--- config.mk ---
export PLATFORM = sky130hd
export DESIGN_NAME = expect_chk_chan
export DESIGN_NICKNAME = d
export VERILOG_FILES = /design/src/rtl/multi_expect_pkg.sv /design/src/rtl/multi_expect_chk_chan.sv
export SDC_FILE = /design/constraint.sdc
export NUM_CORES = 1
export LEC_CHECK = 0
export CELL_PAD_IN_SITES_DETAIL_PLACEMENT = 0
export CELL_PAD_IN_SITES_GLOBAL_PLACEMENT = 1
export CORE_MARGIN = 10
export CORE_UTILIZATION = 18
export CTS_CLUSTER_DIAMETER = 200
export DETAILED_ROUTE_END_ITERATION = 12
export PLACE_DENSITY = 0.71
export SYNTH_ARGS = -nofsm -noshare
export SYNTH_HDL_FRONTEND = slang
export SYNTH_SLANG_ARGS = --single-unit
--- constraint.sdc ---
create_clock -name clk -period 1.4 [get_ports clk]
set_input_delay 0.28 -clock clk [delete_from_list [all_inputs] [get_ports clk]]
set_output_delay 0.28 -clock clk [all_outputs]
set_load 0.005 [all_outputs]
--- src/rtl/multi_expect_pkg.sv ---
// -----------------------------------------------------------------------------
// multi_expect_pkg
// Shared types and helpers for the multi-channel expect checker.
//   chan_state_e : per-channel FSM state (IDLE / WAIT)
//   popcount     : number of set bits in a channel vector (up to MAX_NCH bits)
//   sat_add      : add with saturation at the all-ones value of a w-bit counter
// Helpers are sized for the largest supported configuration; callers
// zero-extend their operands and truncate the result to their own width.
// -----------------------------------------------------------------------------
package multi_expect_pkg;

    typedef enum logic [0:0] {
        IDLE = 1'b0,
        WAIT = 1'b1
    } chan_state_e;

    localparam int MAX_NCH   = 32;
    localparam int CNT_W_MAX = 32;
    localparam int SUM_W     = CNT_W_MAX + 2;

    // Count of set bits; result is CNT_W_MAX+1 bits wide.
    function automatic logic [CNT_W_MAX:0] popcount(input logic [MAX_NCH-1:0] v);
        logic [CNT_W_MAX:0] n;
        n = '0;
        for (int i = 0; i < MAX_NCH; i++) begin
            n = n + {{CNT_W_MAX{1'b0}}, v[i]};
        end
        return n;
    endfunction

    // cur + inc, clamped to (2**w)-1. Intermediate sum is wide enough that it
    // can never wrap for any w <= CNT_W_MAX.
    function automatic logic [CNT_W_MAX-1:0] sat_add(
        input logic [CNT_W_MAX-1:0] cur,
        input logic [CNT_W_MAX:0]   inc,
        input int unsigned          w
    );
        logic [SUM_W-1:0] sum;
        logic [SUM_W-1:0] lim;
        sum = {2'b00, cur} + {1'b0, inc};
        lim = ({{(SUM_W-1){1'b0}}, 1'b1} << w) - {{(SUM_W-1){1'b0}}, 1'b1};
        if (sum > lim) begin
            return lim[CNT_W_MAX-1:0];
        end else begin
            return sum[CNT_W_MAX-1:0];
        end
    endfunction

endpackage

--- src/rtl/multi_expect_chk_chan.sv ---
// -----------------------------------------------------------------------------
// expect_chk_chan
// One check channel: armed by a pulse, then compares a/b on every following
// clock until they match (pass) or the loaded window is exhausted (fail).
// Ports:
//   clk, rst_n          clock, asynchronous active-low reset
//   arm                 start pulse
//   block               when high an arm in IDLE is refused (reported as rearm_err)
//   win                 wait window, clamped to MAX_WAIT when captured
//   a, b                operands, compared over the full WIDTH
//   busy                registered: channel is waiting
//   pass, fail          registered one-cycle result pulses
//   rearm_err           registered one-cycle pulse: arm refused
//   pass_nxt, fail_nxt  combinational next-state pulse values (for counting)
// -----------------------------------------------------------------------------
module expect_chk_chan
    import multi_expect_pkg::*;
#(
    parameter int WIDTH    = 32,
    parameter int MAX_WAIT = 15,
    parameter int WW       = 4
) (
    input  logic             clk,
    input  logic             rst_n,
    input  logic             arm,
    input  logic             block,
    input  logic [WW-1:0]    win,
    input  logic [WIDTH-1:0] a,
    input  logic [WIDTH-1:0] b,
    output logic             busy,
    output logic             pass,
    output logic             fail,
    output logic             rearm_err,
    output logic             pass_nxt,
    output logic             fail_nxt
);

    localparam logic [WW-1:0] MAX_WAIT_W = WW'(MAX_WAIT);
    localparam logic [WW-1:0] ONE_W      = WW'(1);

    chan_state_e   state_r;
    chan_state_e   state_s;
    logic [WW-1:0] cnt_r;
    logic [WW-1:0] cnt_s;
    logic          busy_r;
    logic          pass_r;
    logic          fail_r;
    logic          rerr_r;
    logic          pass_s;
    logic          fail_s;
    logic          rerr_s;

    // Next-state decision: match beats timeout, timeout beats decrement.
    always_comb begin
        state_s = state_r;
        cnt_s   = cnt_r;
        pass_s  = 1'b0;
        fail_s  = 1'b0;
        rerr_s  = 1'b0;
        case (state_r)
            IDLE: begin
                if (arm) begin
                    if (block) begin
                        rerr_s = 1'b1;
                    end else begin
                        state_s = WAIT;
                        cnt_s   = (win > MAX_WAIT_W) ? MAX_WAIT_W : win;
                    end
                end else begin
                    state_s = IDLE;
                end
            end
            WAIT: begin
                // An arm during WAIT (even on the deciding edge) is dropped.
                rerr_s = arm;
                if (a == b) begin
                    pass_s  = 1'b1;
                    state_s = IDLE;
                end else if (cnt_r == '0) begin
                    fail_s  = 1'b1;
                    state_s = IDLE;
                end else begin
                    cnt_s = cnt_r - ONE_W;
                end
            end
            default: begin
                state_s = IDLE;
                cnt_s   = '0;
            end
        endcase
    end

    // State, counter and registered pulse outputs.
    always_ff @(posedge clk or negedge rst_n) begin
        if (!rst_n) begin
            state_r <= IDLE;
            cnt_r   <= '0;
            busy_r  <= 1'b0;
            pass_r  <= 1'b0;
            fail_r  <= 1'b0;
            rerr_r  <= 1'b0;
        end else begin
            state_r <= state_s;
            cnt_r   <= cnt_s;
            busy_r  <= (state_s == WAIT);
            pass_r  <= pass_s;
            fail_r  <= fail_s;
            rerr_r  <= rerr_s;
        end
    end

    assign busy      = busy_r;
    assign pass      = pass_r;
    assign fail      = fail_r;
    assign rearm_err = rerr_r;
    assign pass_nxt  = pass_s;
    assign fail_nxt  = fail_s;

endmodule

==> results.toml, run 1 <==
[outcome]
outcome = "complete, but fails checks"
violations = "negative setup slack"

[detailed_routing]
drc = 0
wl_per_cell_um = 14.1
ant_nets = 0
drt-total-wl_mm = 3.59
first_iter_violations = 48
first_pass_iters = 2
vias = 1091
via_per_inst = 4.28

[power_and_ir_drop]
peakVddDrop_mv = 0.400
seqPwrFrac_pct = 20.6
switching_share_pct = 36.2
p_leak_nw = 0.837
switching_power_w = 0.000670
power_density_nw_per_um2 = 1010
power.internal_w = 0.00118
pwr-share-comb_pct = 63.2
p_clk_share_pct = 16.2

[layout]
final_area_um2 = 1830
area_delta_synth_final_pct = 111
diodes = 0
nNetsFinal = 276
layout-drive-gt1-share_pct = 47.8

[setup_path]
r2r_start = "cnt_r[0]"
crit_chain = "clkdlybuf4s15_1 -> xor2_1 -> nor4_2 -> nand4_1 -> buf_4 -> nor3_4 -> buf_2"
r2r_slack_ns = -0.12
critPathSlowestCell = "nor4_2"
critPathMaxFanout = 4
r2r_end = "cnt_r[3]"
worstSetupEndpointType = "output pin"
cp.buffers_inverters = 3
worstRegToRegCells = 7
start_kind = "input pin"
cp_top_family = "simple AND/OR/NAND/NOR gates"
cpPeakStageDelay_ns = 0.27
crit_type = "input pin to output pin"
worst_ep_arrival_time_ns = 1.55
cp.required_ns = 1.12
crit_cells = 7

[floorplanning]
fp-row-count = 25
die_h_um = 89.5
die_area_um2 = 8000
die_width_um = 89.5
io_pins = 78
coreArea_um2 = 4690
start_util_pct = 18.5

[clocking]
htreeDepth = 1
clkSinkCount = 8
cts_buffers = 3
hold_buffers = 0
ctsRootBufferMaster = "clkbuf_8"
cts_tree = "yes"
cts_buffer_depth = 2
clk_latency_ns = 0.23
clkSlewWorstSetupHoldPaths_ns = 0.05

[sta]
min_period_ns = 1.83
relSlewSlack_pct = 73.1
report.final.hold_viol_count = 0
final.setup.worst_slack_ns = -0.430
period_share_pct = 131
finClkSkew_ns = 0.00346
rsz0062_at_grt = "yes"
final_max_slew_viol_count = 0
setup_tns_ns = -1.41
clock.fmax_ghz = 0.547
tightest_slew_ns = 0.402
setup_viol = 7

[logic_synthesis]
synth_seq_cells = 8
synth.cell_area_um2 = 868
synth_edf_count = 0
synth_nets = 171
yosysMostFrequentCell = "xor2_1"
yosysSeqAreaShare_pct = 23.1
synth.area.top_cells = "xor2_1, dfrtp_1, nor4_2, nor2_1, ha_1"
synth_cells = 97
synth_commonest_cells = "xor2_1, dfrtp_1, nor2_1, nor4_2, nand3_1"
synth_cell_types = 29
synth_top_area_share_pct = 32.3
ys.flop_type = "dfrtp_1"
yosys_warnings = 0
synth_top_area_cell = "xor2_1"
syn_avg_cell_area_um2 = 8.95
ys_async_sr_fraction_pct = 100

[global_route]
grtUsageTotal_pct = 9.02
globalRouteOverflowTotal = 0
grt_pass1_wl_mm = 5.65
antenna_found_initial = 0
first_global_vias = 1281
grt_max_degree = 9

[run]
max-cap-violations = 0

[worst_hold_path]
worstHoldPathType = "input pin to asynchronous set/reset pin"

[place]
hpwlAfterDp_mm = 3.07
post_dp_cell_area_um2 = 1820
gp_congestion = 0.863
port-buffer-count = 77
layout make-up:
cell class	count	area (um^2)
multi-input cells	85	752
well taps	54	67.6
inverters	3	11.3
clock buffers	4	45.0
flip-flops and latches	8	201
repair buffers	101	757
fillers	496	2860
timing repair:
item / CTS / global route
setup endpoints to repair: 10 / 9
setup buffers: 9 / 1
resized for setup: 212 / 13
cloned: 0 / 0
pin swaps: 47 / 6
hold endpoints to repair: 0 / 0
flip-flops by register name (all words and copies together), names as in the netlist:
register,cells
fail,1
cnt_r,4
rearm_err,1
busy,1
pass,1
worst max-delay path by stage:
stage          slack [ns]  startpoint  endpoint
5_1_grt             -0.56       b[26]  pass_nxt
2_1_floorplan       -0.05        b[1]  pass_nxt
6_report            -0.43       b[12]  pass_nxt
3_3_place_gp        -1.22       b[25]  pass_nxt
3_5_place_dp        -1.25       b[25]  pass_nxt
4_1_cts             -0.44       a[24]  pass_nxt
metrics by stage:
stage | util (%) | setup WS (ns) | total power, W | cells | hold WS [ns]
3_3_place_gp | 38.9 | -1.22 | 0.00141 | 242 | 0.548
6_report | 39.1 | -0.430 | 0.00185 | 255 | 0.344
3_5_place_dp | 38.9 | -1.25 | 0.00142 | 242 | 0.544
2_1_floorplan | - | -0.0488 | 0.000855 | 97 | -0.0156
4_1_cts | 38.4 | -0.445 | 0.00183 | 255 | 0.355
5_1_grt | 39.1 | -0.558 | 0.00200 | 255 | 0.360
power by group through the flow:
stage / clock network, W / registers [W] / logic, W
3_3_place_gp: 0 / 0.000373 / 0.00104
4_1_cts: 0.000308 / 0.000383 / 0.00114
5_1_grt: 0.000319 / 0.000395 / 0.00129
6_report: 0.000299 / 0.000382 / 0.00117
2_1_floorplan: 0 / 0.000393 / 0.000461
3_5_place_dp: 0 / 0.000375 / 0.00105
routing by layer:
| metal | up-vias | global-route usage, % | wire [um] |
|---|---|---|---|
| met5 | - | 0 | 0 |
| met4 | 0 | 4.34 | 76 |
| met3 | 6 | 3.10 | 293 |
| met2 | 46 | 16.4 | 1950 |
| met1 | 490 | 8.98 | 1280 |
| li1 | 549 | - | - |
logic make-up (layout without fill, tap and decap cells):
family | after synthesis | count (layout) | synth area share (%)
adders and majority gates | 2 | 2 | 2.88
and+or+nand+nor | 40 | 40 | 31.6
AOI/OAI and AO/OA | 11 | 11 | 8.50
buffers and inverters | 4 | 108 | 1.73
DFF | 8 | 8 | 23.1
xor gates and xnor gates | 32 | 32 | 32.3
worst register-to-register path, cell delays in order, from the launching register on:
cell and delay [ns]:
dfrtp_1 0.36, inv_2 0.06, ha_4 0.15, nor3b_4 0.14, buf_4 0.13, or2b_4 0.28
a21oi_4 0.14, o221a_1 0.19
cells in the final DEF, fill, tap and decap left out, types with 2 or more instances in the layout:
master           instances
a21oi_1                  2
buf_2                   37
buf_4                   22
buf_6                    7
clkbuf_2                 3
clkbuf_8                 3
clkdlybuf4s15_1         16
clkdlybuf4s50_1         10
dfrtp_1                  7
dlygate4sd2_1            6
inv_2                    2
nand2_1                  4
nand3_1                  5
nand4_1                  2
nor2_1                   6
nor2_2                   2
nor3_1                   2
nor4_2                   6
nor4_4                   2
o21ai_0                  3
xor2_1                  29
xor2_2                   3
No activity file was read; power rests on OpenSTA's default activity.
==> run 2, diff against run 1 <==
- SLEW_MARGIN: default -> 20
==> results of run 2 <==
Final layout, timing and power as in run 1 (identical DEF).
